**src/rtl/popcount_pkg.sv**
```systemverilog
// Shared types and constants for the unary (count -> vector) generator.
// Holds the FSM state encoding, the default width and the LFSR feedback taps.
package popcount_pkg;

    typedef enum logic [1:0] {
        IDLE  = 2'd0,
        BUILD = 2'd1,
        HOLD  = 2'd2
    } gen_state_e;

    localparam int N_DEFAULT = 9;

    // Feedback taps 16,14,13,11 of a 16-stage Fibonacci register (stage 16 = bit 15)
    localparam logic [15:0] LFSR_TAPS = 16'hB400;

    function automatic int clog2_cnt(input int n);
        return $clog2(n + 1);
    endfunction

endpackage

```
**src/rtl/popcount_lfsr16.sv**
```systemverilog
// 16-bit Fibonacci LFSR that scatters ones in the generated vector.
// Only compiled when UNARY_GEN_SHUFFLE_EN is defined, since nothing else uses it.
`ifdef UNARY_GEN_SHUFFLE_EN
module popcount_lfsr16
    import popcount_pkg::*;
#(
    parameter logic [15:0] SEED = 16'hACE1
) (
    input  logic clk,
    input  logic rst_n,
    input  logic en,
    output logic lfsr_bit
);

    logic [15:0] lfsr_r;
    logic        fb_s;

    assign fb_s     = ^(lfsr_r & LFSR_TAPS);
    assign lfsr_bit = lfsr_r[0];

    // Shift register: advances only while enabled
    always_ff @(posedge clk or negedge rst_n) begin
        if (!rst_n) begin
            lfsr_r <= SEED;
        end else if (en) begin
            lfsr_r <= {lfsr_r[14:0], fb_s};
        end else begin
            lfsr_r <= lfsr_r;
        end
    end

endmodule
`endif

```
**src/rtl/popcount_unary_gen.sv**
```systemverilog
// Builds an N-bit vector with exactly min(cnt_data,N) ones, one slot per clock.
// Thermometer output by default; UNARY_GEN_SHUFFLE_EN scatters the ones with an LFSR.
module popcount_unary_gen
    import popcount_pkg::*;
#(
    parameter int          N         = N_DEFAULT,
    parameter int          CW        = clog2_cnt(N),
    parameter logic [15:0] LFSR_SEED = 16'hACE1
) (
    input  logic          clk,
    input  logic          rst_n,
    input  logic          cnt_valid,
    output logic          cnt_ready,
    input  logic [CW-1:0] cnt_data,
    output logic          vec_valid,
    input  logic          vec_ready,
    output logic [N-1:0]  vec_data,
    output logic          vec_sat
);

    localparam logic [CW-1:0] N_C    = CW'(N);
    localparam logic [CW-1:0] LAST_C = CW'(N - 1);

    gen_state_e    state_r, state_n;
    logic [CW-1:0] slot_r, slot_n;
    logic [CW-1:0] ones_r, ones_n;
    logic [N-1:0]  vec_data_r, vec_data_n;
    logic          vec_sat_r, vec_sat_n;
    logic          vec_valid_r, vec_valid_n;
    logic          cnt_ready_r, cnt_ready_n;
    logic          bit_s;

`ifdef UNARY_GEN_SHUFFLE_EN
    logic [CW-1:0] rem_r, rem_n;
    logic          lfsr_bit_s;
    logic          build_s;

    assign build_s = (state_r == BUILD);

    popcount_lfsr16 #(.SEED(LFSR_SEED)) u_lfsr (
        .clk      (clk),
        .rst_n    (rst_n),
        .en       (build_s),
        .lfsr_bit (lfsr_bit_s)
    );

    // A one is forced when the remaining ones exactly fill the remaining slots
    assign bit_s = (ones_r != {CW{1'b0}}) && ((ones_r == rem_r) || lfsr_bit_s);
`else
    logic unused_seed_s;

    assign unused_seed_s = ^LFSR_SEED;
    assign bit_s         = (ones_r != {CW{1'b0}});
`endif

    assign cnt_ready = cnt_ready_r;
    assign vec_valid = vec_valid_r;
    assign vec_data  = vec_data_r;
    assign vec_sat   = vec_sat_r;

    // FSM state and datapath registers
    always_ff @(posedge clk or negedge rst_n) begin
        if (!rst_n) begin
            state_r     <= IDLE;
            slot_r      <= {CW{1'b0}};
            ones_r      <= {CW{1'b0}};
            vec_data_r  <= {N{1'b0}};
            vec_sat_r   <= 1'b0;
            vec_valid_r <= 1'b0;
            cnt_ready_r <= 1'b1;
`ifdef UNARY_GEN_SHUFFLE_EN
            rem_r       <= {CW{1'b0}};
`endif
        end else begin
            state_r     <= state_n;
            slot_r      <= slot_n;
            ones_r      <= ones_n;
            vec_data_r  <= vec_data_n;
            vec_sat_r   <= vec_sat_n;
            vec_valid_r <= vec_valid_n;
            cnt_ready_r <= cnt_ready_n;
`ifdef UNARY_GEN_SHUFFLE_EN
            rem_r       <= rem_n;
`endif
        end
    end

    // Next-state and next-output logic
    always_comb begin
        state_n     = state_r;
        slot_n      = slot_r;
        ones_n      = ones_r;
        vec_data_n  = vec_data_r;
        vec_sat_n   = vec_sat_r;
        vec_valid_n = vec_valid_r;
        cnt_ready_n = cnt_ready_r;
`ifdef UNARY_GEN_SHUFFLE_EN
        rem_n       = rem_r;
`endif
        case (state_r)
            IDLE: begin
                if (cnt_valid && cnt_ready_r) begin
                    ones_n      = (cnt_data > N_C) ? N_C : cnt_data;
                    vec_sat_n   = (cnt_data > N_C);
                    slot_n      = {CW{1'b0}};
                    vec_data_n  = {N{1'b0}};
                    cnt_ready_n = 1'b0;
                    state_n     = BUILD;
`ifdef UNARY_GEN_SHUFFLE_EN
                    rem_n       = N_C;
`endif
                end else begin
                    cnt_ready_n = 1'b1;
                end
            end
            BUILD: begin
                for (int i = 0; i < N; i++) begin
                    if (slot_r == CW'(i)) begin
                        vec_data_n[i] = bit_s;
                    end else begin
                        vec_data_n[i] = vec_data_r[i];
                    end
                end
                // bit_s is zero once ones_r reaches zero, so this never wraps
                if (bit_s) begin
                    ones_n = ones_r - {{(CW-1){1'b0}}, 1'b1};
                end else begin
                    ones_n = ones_r;
                end
                slot_n = slot_r + {{(CW-1){1'b0}}, 1'b1};
`ifdef UNARY_GEN_SHUFFLE_EN
                rem_n  = rem_r - {{(CW-1){1'b0}}, 1'b1};
`endif
                if (slot_r == LAST_C) begin
                    state_n     = HOLD;
                    vec_valid_n = 1'b1;
                end else begin
                    state_n     = BUILD;
                end
            end
            HOLD: begin
                if (vec_ready) begin
                    state_n     = IDLE;
                    vec_valid_n = 1'b0;
                    cnt_ready_n = 1'b1;
                end else begin
                    state_n     = HOLD;
                end
            end
            default: begin
                state_n     = IDLE;
                vec_valid_n = 1'b0;
                cnt_ready_n = 1'b1;
            end
        endcase
    end

endmodule

```
**config.mk**
```make
export PLATFORM = sky130hd
export DESIGN_NAME = popcount_unary_gen
export DESIGN_NICKNAME = d
export VERILOG_FILES = /design/src/rtl/popcount_pkg.sv /design/src/rtl/popcount_lfsr16.sv /design/src/rtl/popcount_unary_gen.sv
export SDC_FILE = /design/constraint.sdc
export NUM_CORES = 1
export LEC_CHECK = 0
export CORE_ASPECT_RATIO = 1.75
export CORE_MARGIN = 2
export CORE_UTILIZATION = 40
export CTS_CLUSTER_DIAMETER = 120
export DETAILED_ROUTE_END_ITERATION = 10
export PLACE_DENSITY = 0.66
export SYNTH_ARGS = -nofsm -noshare
export SYNTH_HDL_FRONTEND = slang
export SYNTH_HIERARCHICAL = 1
export SYNTH_SLANG_ARGS = --single-unit
```
**constraint.sdc**
```tcl
create_clock -name clk -period 1.9 [get_ports clk]
set_input_delay 0.475 -clock clk [delete_from_list [all_inputs] [get_ports clk]]
set_output_delay 0.475 -clock clk [all_outputs]
set_load 0.03 [all_outputs]
```
Yosys cells after proc, flatten, opt, wreduce, memory -nomap -nowiden --
Index checks and enable logic that the tools add are counted.
Word-level totals: register bits 22, input bits 8, output and inout bits 12
Cells by class: add/subtract/negate cells 2, magnitude comparators 1, equality and inequality tests 22, mux-type cells 27, bitwise operators 2, reduce and logical (&&, ||, !) cells 19
Operator list (count):
- $reduce_and A3 Y1 | 11
- $ne A2 B2 Y1 const B | 12
- $pmux W9 S2 | 1
- $eq A4 B3 Y1 const B | 4
- $mux W4 | 4
- $pmux W4 S2 | 2
- $mux W1 | 13
- $mux W9 | 1
- $eq A4 B2 Y1 const B | 2
- $mux W2 | 3
- $pmux W1 S3 | 2
- $pmux W2 S3 | 1
- $reduce_and A2 Y1 | 3
- $add A4 B1 Y4 const B | 1
- $eq A4 B1 Y1 const B | 1
- $eq A4 B4 Y1 const B | 1
- $gt A4 B4 Y1 const B | 1
- $logic_not A4 Y1 | 1
- $reduce_bool A4 Y1 | 1
- $sub A4 B1 Y4 const B | 1
- $eq A2 B1 Y1 const B | 1
- $eq A2 B2 Y1 const B | 1
- $logic_not A2 Y1 | 1
- $not A1 Y1 | 2
- 2 further kinds | 2

Longest topological paths before layout --
Gate-level depths: netlist (run 1).
depth after elaboration 4, gate-level depth with buffers 6, depth with buffers taken out 6

Worst setup path before layout (run 1) --
OpenSTA, ideal clock, no wires.
kind reg-to-reg, from reg cnt_ready_r (netlist: cnt_ready), to reg vec_data_r[4] (netlist: vec_data[4]), library setup time 0.125 ns, data arrival time 1.494 ns, required time 1.775 ns, setup slack 0.282 ns, stages on the path, launching flop included 6, path buffers 1, clock period less this slack 1.618 ns, cells stage by stage dfstp_2 > a21oi_1 > or2_1 > buf_6 > a21oi_1 > mux2_2
Between the ends: cells in the longest elaborated chain, start to end 3
RTL lines:
- start, declared | RTL line popcount_unary_gen.sv:30 | logic cnt_ready_r, cnt_ready_n;
- start signal, assigned | RTL line popcount_unary_gen.sv:81 | cnt_ready_r <= cnt_ready_n;
- $logic_and A1 B1 Y1 | RTL line popcount_unary_gen.sv:102 | if (cnt_valid && cnt_ready_r) begin
- $ne A2 B2 Y1 (no source line)
- $reduce_and A3 Y1 (no source line)
- end signal, assigned | RTL line popcount_unary_gen.sv:67 | vec_data_r <= {N{1'b0}};
- end signal, assigned | RTL line popcount_unary_gen.sv:78 | vec_data_r <= vec_data_n;
- end, declared | RTL line popcount_unary_gen.sv:27 | logic [N-1:0] vec_data_r, vec_data_n;
No other way between the ends. A chain may end at the register's enable or synchronous reset.

Final worst setup path (run 1) --
from reg vec_data_r[8] (netlist: vec_data[8]), to out vec_data[8]
RTL lines:
- end, declared | RTL line popcount_unary_gen.sv:17 | output logic [N-1:0] vec_data,
No word-level cell between the ends.

==> results of run 1 <==
==> state kept, by name, summed over array words and instances, names as in the netlist <==
signal and flops:
slot_r 4, vec_valid 1, ones_r 4, vec_sat 1
vec_data 9, cnt_ready 1, state_r 2
==> per-layer routing <==
metal / vias to the layer above / global-route usage / routed length, um
met4: 0 / 0.0707 / 19
met5: - / 0 / 0
met1: 439 / 0.167 / 903
met3: 2 / 0.0216 / 70
met2: 17 / 0.295 / 1310
li1: 464 / - / -
==> power groups by stage <==
| stage | registers [W] | clock network, W | logic [W] |
|---|---|---|---|
| finish | 0.000898 | 0.000332 | 0.00147 |
| global route | 0.000932 | 0.000357 | 0.00164 |
| CTS | 0.000904 | 0.000344 | 0.00149 |
| detailed placement | 0.000909 | 0 | 0.00149 |
| global placement | 0.000897 | 0 | 0.00146 |
| floorplan | 0.00112 | 0 | 0.000804 |
==> layout make-up <==
cell class / instances / area, sq um
well taps: 27 / 33.8
flip-flops and latches: 22 / 552
fillers: 271 / 1290
clock buffers: 4 / 55.1
repair buffers: 24 / 226
inverters: 6 / 22.5
multi-input cells: 87 / 544
==> logic make-up after synthesis <==
logic type,count (synthesis)
buf+inv,10
fa+ha+maj,5
flops,22
compound gates,34
simple gates,43
xor+xnor,2
mux,3
==> through the flow <==
stage | worst slack, ps | area, sq um | total power (W)
floorplan | 282 | 1160 | 0.00193
finish | 134 | 1430 | 0.00270
CTS | 115 | 1430 | 0.00274
detailed placement | 18.3 | 1380 | 0.00240
global route | 88.1 | 1430 | 0.00293
global placement | 44.1 | 1380 | 0.00235
==> cell usage after synthesis (2+ instances only) <==
cell / instances / area (sq um)
a31oi_1: 6 / 37.5
nor2b_1: 4 / 25.0
inv_1: 6 / 22.5
nand2b_1: 2 / 12.5
mux2_2: 2 / 22.5
nor3_1: 2 / 10.0
o21ai_0: 12 / 60.1
o21ai_1: 2 / 10.0
nand2_1: 17 / 63.8
nor2_1: 6 / 22.5
or3_1: 2 / 12.5
buf_4: 2 / 15.0
ha_1: 5 / 62.6
buf_6: 2 / 22.5
nand3_1: 3 / 15.0
dfrtp_1: 21 / 526
a21oi_1: 8 / 40.0
==> worst min path at each step <==
stage,endpoint,cells past startpoint,startpoint,slack [ps]
6_report,vec_data[5],2,vec_data[5],480
5_1_grt,vec_data[1],2,vec_data[1],510
4_1_cts,vec_data[2],2,vec_data[2],490
2_1_floorplan,ones_r[0],0,rst_n,180
3_5_place_dp,vec_data[2],2,vec_data[2],470
3_3_place_gp,vec_data[5],2,vec_data[5],460
==> results.sh, run 1 <==
export IMPL_status="finished clean"
export IMPL_relSlewSlack=0.793
export IMPL_cts_tree="yes"
export IMPL_r2r_slack_ps=260
export IMPL_cp_required_ps=1420
export IMPL_cp_slowest_cell="clkdlybuf4s50_1"
export IMPL_yosysWarnings=6
export IMPL_grt_pass1_vias=915
export IMPL_synthSimpleGateAreaFrac=0.190
export IMPL_overflow=0
export IMPL_ys_seq_area_frac=0.477
export IMPL_die_w_um=44.6
export IMPL_syn2layout_area_growth_pct=24.0
export IMPL_tightest_slew_ps=309
export IMPL_worstSetupEndpointType="output pin"
export IMPL_timing_rr_start="ones_r[0]"
export IMPL_synthAdderAreaFrac=0.0541
export IMPL_first_pass_iters=4
export IMPL_cts_sinks=22
export IMPL_p_leak_nw=0.635
export IMPL_crit_family="buffers and inverters"
export IMPL_antenna_found_initial=0
export IMPL_synth_nets=132
export IMPL_drive_gt1_frac=0.112
export IMPL_viasPerCell=5.42
export IMPL_ctsLongestPathBuffers=2
export IMPL_drtIter0Drc=20
export IMPL_p_seq_frac=0.333
export IMPL_cts_htree_levels=1
export IMPL_synth_avg_cell_area_sq_um=9.72
export IMPL_rsz0062_at_grt="no"
export IMPL_ys_seq_elements=22
export IMPL_r2r_cells=6
export IMPL_timing_final_crit_share=0.929
export IMPL_utilization=0.527
export IMPL_grt_pass1_wl_mm=3.86
export IMPL_cp_depth=1
export IMPL_clk_latency_ps=260
export IMPL_io_pins=20
export IMPL_ant_nets=0
export IMPL_synth_edf_count=0
export IMPL_grt_start_max_net_pins=23
export IMPL_crit_end="vec_data[8]"
export IMPL_start_util=0.425
export IMPL_power_density_mw_per_mm2=1880
export IMPL_nNetsFinal=157
export IMPL_dpl_cell_count=166
export IMPL_comb_power_share=0.544
export IMPL_synthFlopType="dfrtp_1"
export IMPL_period_needed_ps=1770
export IMPL_wl_per_cell_um=13.6
export IMPL_track_usage=0.157
export IMPL_clk_pin_slew_ps=80
export IMPL_synth_cell_type_count=34
export IMPL_num_vias=922
export IMPL_cts_inserted_buffers=3
export IMPL_fp_dieH_um=75.1
export IMPL_rows=25
export IMPL_final_hold_viol_count=0
export IMPL_cp_start_kind="flop"
export IMPL_timing_rr_end="vec_data[7]"
export IMPL_fin_hold_ws_ps=479
export IMPL_setup_worst_path_start="vec_data[8]"
export IMPL_final_common_cell="dfrtp_1"
export IMPL_p_sw_w=0.00116
export IMPL_swShare=0.429
export IMPL_drt_wl_total_mm=2.31
export IMPL_synth_xor_area_frac=0.0152
export IMPL_cts_root_buf="clkbuf_8"
export IMPL_hp_class="reg2reg"
export IMPL_synth_area_sq_mm=0.00116
export IMPL_max_stage_delay_ps=670
export IMPL_final_cell_mix="dfrtp_1, clkdlybuf4s50_1, nand2_1, o21ai_0, a21oi_1"
export IMPL_critical_path_buf_inv_count=1
export IMPL_stdcell_count=170
export IMPL_drc_errors=0
export IMPL_postCtsSetupRepairBufs=0
export IMPL_muxShareOfSynthArea=0.0281
export IMPL_synth_top_family_by_area="simple AND/OR/NAND/NOR gates"
export IMPL_crit_chain="clkdlybuf4s50_1"
export IMPL_fmax_mhz=566
export IMPL_cts_resized=1
export IMPL_max_cap_violations=0
export IMPL_cp_max_fo=2
export IMPL_dieArea_sq_mm=0.00335
export IMPL_ir_worst_vdd_mv=0.792
export IMPL_finalMaxSlewViolations=0
export IMPL_ctsHoldBuffers=0
export IMPL_dpl_hpwl_mm=1.78
export IMPL_path_class="reg2out"
export IMPL_core_area_sq_mm=0.00272
export IMPL_finClkSkew_ps=4.23
export IMPL_port_buffers=19
export IMPL_finalSetupViolations=0
export IMPL_gp_congestion=0.789
export IMPL_internal_power_w=0.00154
export IMPL_antennaDiodeCount=0
export IMPL_synthArstFlopShare=1.00
export IMPL_syn_inst=119
export IMPL_clockPowerShare=0.123
export IMPL_synth_compound_area_frac=0.183
export IMPL_fin_setup_tns_ps=0
export IMPL_arrival_ps=1290
No activity file was read; power rests on OpenSTA's default activity.
==> run 2: changes to the inputs <==
--- a/config.mk
+++ b/config.mk
@@ -11,6 +11,7 @@
 export CTS_CLUSTER_DIAMETER = 120
 export DETAILED_ROUTE_END_ITERATION = 10
 export PLACE_DENSITY = 0.66
+export SKIP_LAST_GASP = 1
 export SYNTH_ARGS = -nofsm -noshare
 export SYNTH_HDL_FRONTEND = slang
 export SYNTH_HIERARCHICAL = 1
==> results of run 2 <==
Same layout as run 1: the final DEF is identical, and so are final timing and power.
